<file path="src/rtl/hack_cpu_sequencer.sv">
// Multi-cycle Hack control unit: owns A, D and PC, fetches and decodes
// instructions, drives an external combinational ALU and sequences the
// instruction/data memory handshakes one transfer at a time.
module hack_cpu_sequencer #(
    parameter int                ADDR_W   = 15,
    parameter logic [ADDR_W-1:0] RESET_PC = '0
) (
    input  logic              clk,
    input  logic              reset_n,
    output logic              imem_req,
    output logic [ADDR_W-1:0] imem_addr,
    input  logic [15:0]       imem_rdata,
    input  logic              imem_valid,
    output logic              dmem_req,
    output logic              dmem_we,
    output logic [ADDR_W-1:0] dmem_addr,
    output logic [15:0]       dmem_wdata,
    input  logic [15:0]       dmem_rdata,
    input  logic              dmem_valid,
    output logic [15:0]       alu_x,
    output logic [15:0]       alu_y,
    output logic              alu_zx,
    output logic              alu_nx,
    output logic              alu_zy,
    output logic              alu_ny,
    output logic              alu_f,
    output logic              alu_no,
    input  logic [15:0]       alu_out,
    input  logic              alu_zr,
    input  logic              alu_ng,
    output logic [ADDR_W-1:0] pc_o,
    output logic [15:0]       a_o,
    output logic [15:0]       d_o,
    output logic              retire
);

    typedef enum logic [2:0] {
        S_FETCH,
        S_DECODE,
        S_MEMRD,
        S_EXEC,
        S_WB
    } state_t;

    localparam logic [ADDR_W-1:0] PC_ONE = {{(ADDR_W-1){1'b0}}, 1'b1};

    state_t            state_reg, state_next;
    logic [ADDR_W-1:0] pc_reg, pc_next;
    logic [15:0]       a_reg, a_next;
    logic [15:0]       d_reg, d_next;
    logic [15:0]       ir_reg, ir_next;
    logic [15:0]       mdr_reg, mdr_next;
    logic [15:0]       res_reg, res_next;
    logic              jmp_reg, jmp_next;
    // Set once the M write of the current instruction has completed, so the
    // commit happens on the following edge rather than the completion edge.
    logic              wr_done_reg, wr_done_next;
    logic [ADDR_W-1:0] pc_plus1;

    assign pc_plus1   = pc_reg + PC_ONE;

    assign imem_addr  = pc_reg;
    assign dmem_addr  = a_reg[ADDR_W-1:0];
    assign dmem_wdata = res_reg;
    assign alu_x      = d_reg;
    assign alu_y      = ir_reg[12] ? mdr_reg : a_reg;
    assign {alu_zx, alu_nx, alu_zy, alu_ny, alu_f, alu_no} = ir_reg[11:6];
    assign pc_o       = pc_reg;
    assign a_o        = a_reg;
    assign d_o        = d_reg;

    // State and architectural registers.
    always_ff @(posedge clk or negedge reset_n) begin
        if (!reset_n) begin
            state_reg   <= S_FETCH;
            pc_reg      <= RESET_PC;
            a_reg       <= '0;
            d_reg       <= '0;
            ir_reg      <= '0;
            mdr_reg     <= '0;
            res_reg     <= '0;
            jmp_reg     <= 1'b0;
            wr_done_reg <= 1'b0;
        end else begin
            state_reg   <= state_next;
            pc_reg      <= pc_next;
            a_reg       <= a_next;
            d_reg       <= d_next;
            ir_reg      <= ir_next;
            mdr_reg     <= mdr_next;
            res_reg     <= res_next;
            jmp_reg     <= jmp_next;
            wr_done_reg <= wr_done_next;
        end
    end

    // Next-state, register updates and handshake outputs.
    always_comb begin
        state_next   = state_reg;
        pc_next      = pc_reg;
        a_next       = a_reg;
        d_next       = d_reg;
        ir_next      = ir_reg;
        mdr_next     = mdr_reg;
        res_next     = res_reg;
        jmp_next     = jmp_reg;
        wr_done_next = wr_done_reg;
        imem_req     = 1'b0;
        dmem_req     = 1'b0;
        dmem_we      = 1'b0;
        retire       = 1'b0;

        case (state_reg)
            S_FETCH: begin
                // Gated by reset_n so a pending fetch is dropped the moment
                // reset asserts, not at the next clock edge.
                imem_req = reset_n;
                if (imem_valid) begin
                    ir_next    = imem_rdata;
                    state_next = S_DECODE;
                end
            end
            S_DECODE: begin
                if (!ir_reg[15]) begin
                    a_next     = {1'b0, ir_reg[14:0]};
                    pc_next    = pc_plus1;
                    retire     = 1'b1;
                    state_next = S_FETCH;
                end else if (ir_reg[12]) begin
                    state_next = S_MEMRD;
                end else begin
                    state_next = S_EXEC;
                end
            end
            S_MEMRD: begin
                dmem_req = 1'b1;
                if (dmem_valid) begin
                    mdr_next   = dmem_rdata;
                    state_next = S_EXEC;
                end
            end
            S_EXEC: begin
                res_next   = alu_out;
                jmp_next   = (ir_reg[2] & alu_ng) | (ir_reg[1] & alu_zr) |
                             (ir_reg[0] & ~alu_ng & ~alu_zr);
                state_next = S_WB;
            end
            S_WB: begin
                if (ir_reg[3] && !wr_done_reg) begin
                    dmem_req = 1'b1;
                    dmem_we  = 1'b1;
                    if (dmem_valid) begin
                        wr_done_next = 1'b1;
                    end
                end else begin
                    // Jump target and M address come from the old A, which is
                    // only overwritten on this same edge.
                    if (ir_reg[5]) begin
                        a_next = res_reg;
                    end
                    if (ir_reg[4]) begin
                        d_next = res_reg;
                    end
                    pc_next      = jmp_reg ? a_reg[ADDR_W-1:0] : pc_plus1;
                    wr_done_next = 1'b0;
                    retire       = 1'b1;
                    state_next   = S_FETCH;
                end
            end
            default: begin
                state_next = S_FETCH;
            end
        endcase
    end

endmodule

</file>
<file path="config.mk">
export PLATFORM = sky130hd
export DESIGN_NAME = hack_cpu_sequencer
export DESIGN_NICKNAME = d
export VERILOG_FILES = /design/src/rtl/hack_cpu_sequencer.sv
export SDC_FILE = /design/constraint.sdc
export NUM_CORES = 1
export LEC_CHECK = 0
export CAP_MARGIN = 30
export CORE_ASPECT_RATIO = 0.5
export CORE_MARGIN = 1
export CORE_UTILIZATION = 48
export DETAILED_ROUTE_END_ITERATION = 10
export HOLD_SLACK_MARGIN = 0.15
export PLACE_DENSITY = 0.92
export SYNTH_ARGS = -nofsm -noshare
export SYNTH_HDL_FRONTEND = slang
export SYNTH_SLANG_ARGS = --single-unit
export TNS_END_PERCENT = 20
</file>
<file path="constraint.sdc">
create_clock -name clk -period 6.7 [get_ports clk]
set_clock_uncertainty 0.2 [all_clocks]
set_input_delay 2.01 -clock clk [delete_from_list [all_inputs] [get_ports clk]]
set_output_delay 2.01 -clock clk [all_outputs]
set_load 0.03 [all_outputs]
</file>
==> metrics.cfg, run 1 <==
[route]
viasPerCell=5.53
route.detailed.drc=0
wirelength_mm=13.1
first_pass_iters=5
ant_nets=0
dr_total_vias=3745
dr.first_iter.drc_count=191
wire_per_inst_um=19.3

[setup_path]
slowest_delay_ps=690
slowest_stage=clkdlybuf4s50_1
worstPathCellList=buf_4 -> and2_1 -> clkdlybuf4s50_1
critPathKind=in2out
critical-path-top-delay-family=buffers and inverters
critPathLaunchType=input pin
cp-end-kind=output pin
required_ps=4490
crit_buf_inv=2
worst_ep_arrival_time_ps=2940
cp_max_fo=2

[sta]
drv_slew=0
whs_ps=289
slew_headroom_pct=32.1
tightestPinTransition_ps=1020
tns_ps=0
clock.fmax_mhz=194
rsz0062_at_grt=no
setup_violations=0
hold_viol_final=0
final.min_clock_period_ps=5150
post-route-period-util_pct=76.9

[die]
std_cell_rows=26
fp.dieW_um=148
dieArea_mm2=0.0110
io_pins=189
core_area_mm2=0.0102
start_util_pct=49.6
die_y_um=74.8

[place]
dp_cells=663
gp_congestion=0.793
dp_hpwl_mm=9.23
io_buffers=188

[cts]
cts_root_buffer=clkbuf_16
cts-hold-fix-buffers=0
htree_levels=3
clk_pin_slew_ps=60
clock_latency_ps=340
cts_tree=built
cts_resized=0
post_cts_buffers=0
clock_sinks=100
numCtsBuffers=9
ctsLongestPathBuffers=2

[yosys]
synth.avg_cell_area_um2=12.5
syn_nets=461
synth.distinct_cells=48
ys_ff_latch=100
yosysWarningCount=0
syn_inst=406
synthArstFlopShare_pct=100
synth_edf_count=0
syn_area_mm2=0.00508
ys.flop_type=dfrtp_1
yosysSeqAreaShare_pct=49.2

[min_path]
min_path_type=reg2reg

[run]
maxCapViolCount=0

[layout]
final_cells=677
final_layout_size_suffix_gt1_share_pct=16.9
area_delta_synth_final_pct=36.3
layout.nets=589
fin_util_pct=67.6
nFillCells=736
antenna_cells=0

[status]
status=finished, final reports clean

[power]
leakage_nw=2.80
ir_drop_uv=276
power_density_mw_per_mm2=591

[global_route]
grt_overflow=0
grt_pass1_wl_mm=19.9
grt_use_total_pct=24.1
antenna_found_initial=0
first_global_vias=3540
grt_max_degree=64

==> per-stage QoR <==
step	worst slack, ps	instance area, um2	power, mW
detailed placement	1540	6650	3.60
CTS	1540	6930	4.10
floorplan	2200	5080	2.76
global route	1540	6930	4.27
global placement	1550	6650	3.54
finish	1550	6930	4.09
==> final timing paths <==
check	start	to	slack, ps	cells after the start
min in group asynchronous	reset_n	a_o[3]	1560	2
setup reg to reg	state_reg[1]	alu_x[10]	3470	4
setup / recovery	reset_n	imem_req	1550	3
hold / removal	ir_reg[14]	ir_reg[14]	290	1
hold reg to reg	ir_reg[14]	ir_reg[14]	290	1
max in group asynchronous	reset_n	dmem_wdata[2]	3560	3
==> power breakdown <==
group	internal [mW]	leakage, nW	switching (mW)
clock	0.277	0.140	0.209
combinational	1.08	1.44	1.27
sequential	0.888	1.22	0.359
==> worst register-to-register path, cell delays in order (launching register included) <==
cell	delay, ps
dfrtp_1	750
nor2_1	290
and2_1	740
nand3_2	620
mux2_1	510
==> cell usage in the layout (no fill, tap or decap), drive strengths merged, types with 8 or more instances in the layout <==
| master | instances |
|---|---|
| a2bb2oi | 12 |
| clkbuf | 12 |
| clkdlybuf4s50 | 187 |
| dfrtp | 100 |
| mux2 | 110 |
| nand2 | 12 |
| nor2 | 8 |
| nor3 | 10 |
| o21ai | 11 |
==> synthesized netlist by cell type (3+ instances only) <==
library cell | number | area (um2)
buf_2 | 11 | 55.1
nand2_1 | 12 | 45.0
o31ai_1 | 3 | 22.5
a21oi_1 | 5 | 25.0
dfrtp_1 | 100 | 2500
a211oi_1 | 5 | 37.5
nor2_1 | 7 | 26.3
a2bb2oi_1 | 12 | 105
mux2_4 | 9 | 135
mux2_1 | 44 | 495
a31oi_1 | 3 | 18.8
o21ai_0 | 9 | 45.0
nand3_1 | 6 | 30.0
nor3_1 | 9 | 45.0
mux2_2 | 57 | 642
nand2b_1 | 3 | 18.8
clkbuf_1 | 7 | 26.3
buf_6 | 3 | 33.8
and3_1 | 4 | 25.0
and2_1 | 4 | 25.0
o22ai_1 | 7 | 43.8
nand4_1 | 4 | 25.0
buf_4 | 51 | 383
==> cells by family after synthesis <==
kind of cell / after synthesis / synth area share, %
buf+inv: 76 / 10.1
fa+ha+maj: 1 / 0.246
mux: 112 / 25.4
flops: 100 / 49.2
simple gates: 65 / 7.66
compound gates: 52 / 7.31
==> final cells by class <==
type / instances / area [um2] / share of cell area [%]
clock buffers: 12 / 267 / 3.85
clock inverters: 2 / 10.0 / 0.145
inverters: 3 / 11.3 / 0.163
multi-input cells: 230 / 2070 / 29.8
flip-flops and latches: 100 / 2500 / 36.1
well taps: 140 / 175 / 2.53
repair buffers: 190 / 1890 / 27.4
==> metal layers <==
layer / GRT usage, % / up-vias / part of all wire, %
li1: - / 1675 / -
met1: 31.3 / 1916 / 44
met2: 41.0 / 140 / 50
met3: 5.58 / 14 / 4.7
met4: 7.45 / 0 / 1.3
met5: 0 / - / 0
(Power assumes the default switching activity.)
==> run 2, diff against run 1 <==
--- a/config.mk
+++ b/config.mk
@@ -8,10 +8,10 @@
 export CAP_MARGIN = 30
 export CORE_ASPECT_RATIO = 0.5
 export CORE_MARGIN = 1
-export CORE_UTILIZATION = 48
+export CORE_UTILIZATION = 45
 export DETAILED_ROUTE_END_ITERATION = 10
 export HOLD_SLACK_MARGIN = 0.15
-export PLACE_DENSITY = 0.92
+export PLACE_DENSITY = 0.87
 export SYNTH_ARGS = -nofsm -noshare
 export SYNTH_HDL_FRONTEND = slang
 export SYNTH_SLANG_ARGS = --single-unit
==> constraint.sdc (replaced) <==
create_clock -name clk -period 5.3 [get_ports clk]
set_clock_uncertainty 0.2 [all_clocks]
set_input_delay 1.59 -clock clk [delete_from_list [all_inputs] [get_ports clk]]
set_output_delay 1.59 -clock clk [all_outputs]
set_load 0.03 [all_outputs]
==> run 2 against run 1 <==
  * The run now ends with DRC left
  * Global-route usage decreased by 0.28 points
  * Largest cell class unchanged
  * Final cell count increased by 0.59%
  * Largest power group unchanged
  * Sequential power increased by 26%
  * Flip-flop and latch count unchanged
==> metrics.cfg, run 2 (same netlist as run 1, synthesis figures left out) <==
[power]
power_frac_clock_pct=14.1  ; +2.2 points
pwr-share-comb_pct=56.2  ; -1.4 points
swShare_pct=44.3  ; -0.77 points
power_density_mw_per_mm2=756  ; +28%
seqPwrFrac_pct=29.7  ; -0.8 points
intPower_mw=2.96  ; +32%
p_sw_mw=2.35  ; +28%
ir_drop_uv=295  ; +7.1%
leakage_nw=2.85  ; +1.6%

[sta]
final.min_clock_period_ps=4590
post-route-period-util_pct=86.7
rsz0062_at_grt=no
tns_ps=0  ; unchanged
setup_slack_ps=706  ; -840 ps
tightestPinTransition_ps=1040  ; +19.9 ps
setup_violations=0  ; unchanged
slew_headroom_pct=30.9  ; -1.1 points
drv_slew=0  ; unchanged
clock.fmax_mhz=218
hold_viol_final=0  ; unchanged

[cts]
cts_root_buffer=clkbuf_16
clk_pin_slew_ps=70  ; about the same
numCtsBuffers=9  ; unchanged
ctsLongestPathBuffers=2  ; unchanged
htree_levels=3  ; unchanged
clock_latency_ps=340  ; about the same
cts-hold-fix-buffers=0  ; unchanged
cts_tree=built
post_cts_buffers=0  ; unchanged
cts_resized=0  ; unchanged
clock_sinks=100  ; unchanged

[layout]
layout.area.seq_mm2=0.00250  ; unchanged
layout.nets=591  ; +0.34%
final_layout_size_suffix_gt1_share_pct=17.6  ; +0.61 points
area_delta_synth_final_pct=38.1
nFillCells=789  ; +7.2%
final_common_cell=clkdlybuf4s50_1
final_cell_mix=187 x clkdlybuf4s50_1, 100 x dfrtp_1, 57 x mux2_2, 44 x mux2_1
final_cells=681  ; +0.59%
antenna_cells=0  ; unchanged
multi_input_area_mm2=0.00207  ; unchanged
stdcell_area_mm2=0.00702  ; +1.3%

[die]
die_y_um=77.1  ; +3.2%
start_util_pct=48.1  ; -1.5 points
dieArea_mm2=0.0117  ; +6.5%
io_pins=189  ; unchanged
fp.dieW_um=152  ; +3.2%
core_area_mm2=0.0106  ; +3.2%
std_cell_rows=26  ; unchanged

[route]
ant_nets=0  ; unchanged
viasPerCell=5.39  ; -2.5%
dr_total_vias=3673  ; -1.9%
route.detailed.drc=8  ; +8
wire_per_inst_um=19.4  ; +0.61%
wirelength_mm=13.2  ; +1.2%
dr.first_iter.drc_count=220  ; +15%
first_pass_iters=8  ; +3

[run]
maxCapViolCount=0  ; unchanged

[place]
dp_hpwl_mm=9.37  ; +1.6%
dpl_cell_area_mm2=0.00668  ; +0.45%
place_ws_ps=1060  ; -478 ps
gp_congestion=0.826  ; +4.1%
io_buffers=188  ; unchanged
dp_cells=665  ; +0.30%

[setup_path]
required_ps=3510  ; -980 ps
cp_max_fo=17  ; +15
critPathKind=reg2out
cp-end-kind=output pin
critPathLaunchType=flop
worst_ep_arrival_time_ps=2800  ; -140 ps
rrSetupSlack_ps=2050  ; -1420 ps

[global_route]
grt-busiest-layer=met2
antenna_found_initial=0  ; unchanged
grt_use_met3_pct=5.03  ; -0.54 points
grt_pass1_wl_mm=21.6  ; +8.8%
met1_usage_pct=29.5  ; -1.8 points
grt_max_degree=61  ; -4.7%
first_global_vias=3901  ; +10%
grt_overflow=0  ; unchanged
grt_use_met2_pct=41.6  ; +0.58 points
grt_use_total_pct=23.8  ; -0.28 points

[min_path]
min_path_type=reg2reg

[status]
violations=DRC
status=finished, violations left

-- run 2: layout make-up --
type	instances	area share, %
Multi-Input combinational cell	230	29.4
Clock inverter	7	1.62
Tap cell	140	2.50
Clock buffer	9	3.21
Timing Repair Buffer	192	27.4
Inverter	3	0.160
Sequential cell	100	35.7
-- run 2: worst max-delay path, cell delays in order, from the launching register on --
cell and delay [ps]:
dfrtp_1 600, nor3b_2 420, a21oi_4 160, or2_1 320
inv_2 230, clkdlybuf4s50_1 720
-- run 2: path summary, 6_finish.rpt --
check,endpoint,depth (start not counted),start
max,retire,5,state_reg[0]
min,wr_done_reg,2,wr_done_reg
max reg2reg,alu_x[14],4,state_reg[1]
min reg2reg,wr_done_reg,2,wr_done_reg
max in group asynchronous,dmem_wdata[5],3,reset_n
min in group asynchronous,alu_x[7],2,reset_n
-- run 2: stage by stage --
stage | total power [mW] | utilization, % | hold WS [ps]
after floorplan | 3.49 | - | 240
after CTS | 5.33 | 66.4 | 279
after global placement | 4.48 | 62.9 | 256
after detailed placement | 4.56 | 63.2 | 264
after global routing | 5.54 | 66.4 | 313
final | 5.31 | 66.4 | 272
-- run 2: metal layers --
metal | share of wire [%] | routed length (um)
met5 | 0 | 0
met2 | 51 | 6730
met3 | 4.0 | 525
met4 | 1.5 | 200
met1 | 44 | 5780
-- run 2: power by group through the flow --
stage,Sequential [mW],Combinational (mW),Clock [mW]
5_1_grt,1.64,3.10,0.790
4_1_cts,1.58,3.00,0.756
6_report,1.58,2.98,0.748
2_1_floorplan,1.86,1.63,0
3_5_place_dp,1.58,2.98,0
3_3_place_gp,1.56,2.92,0
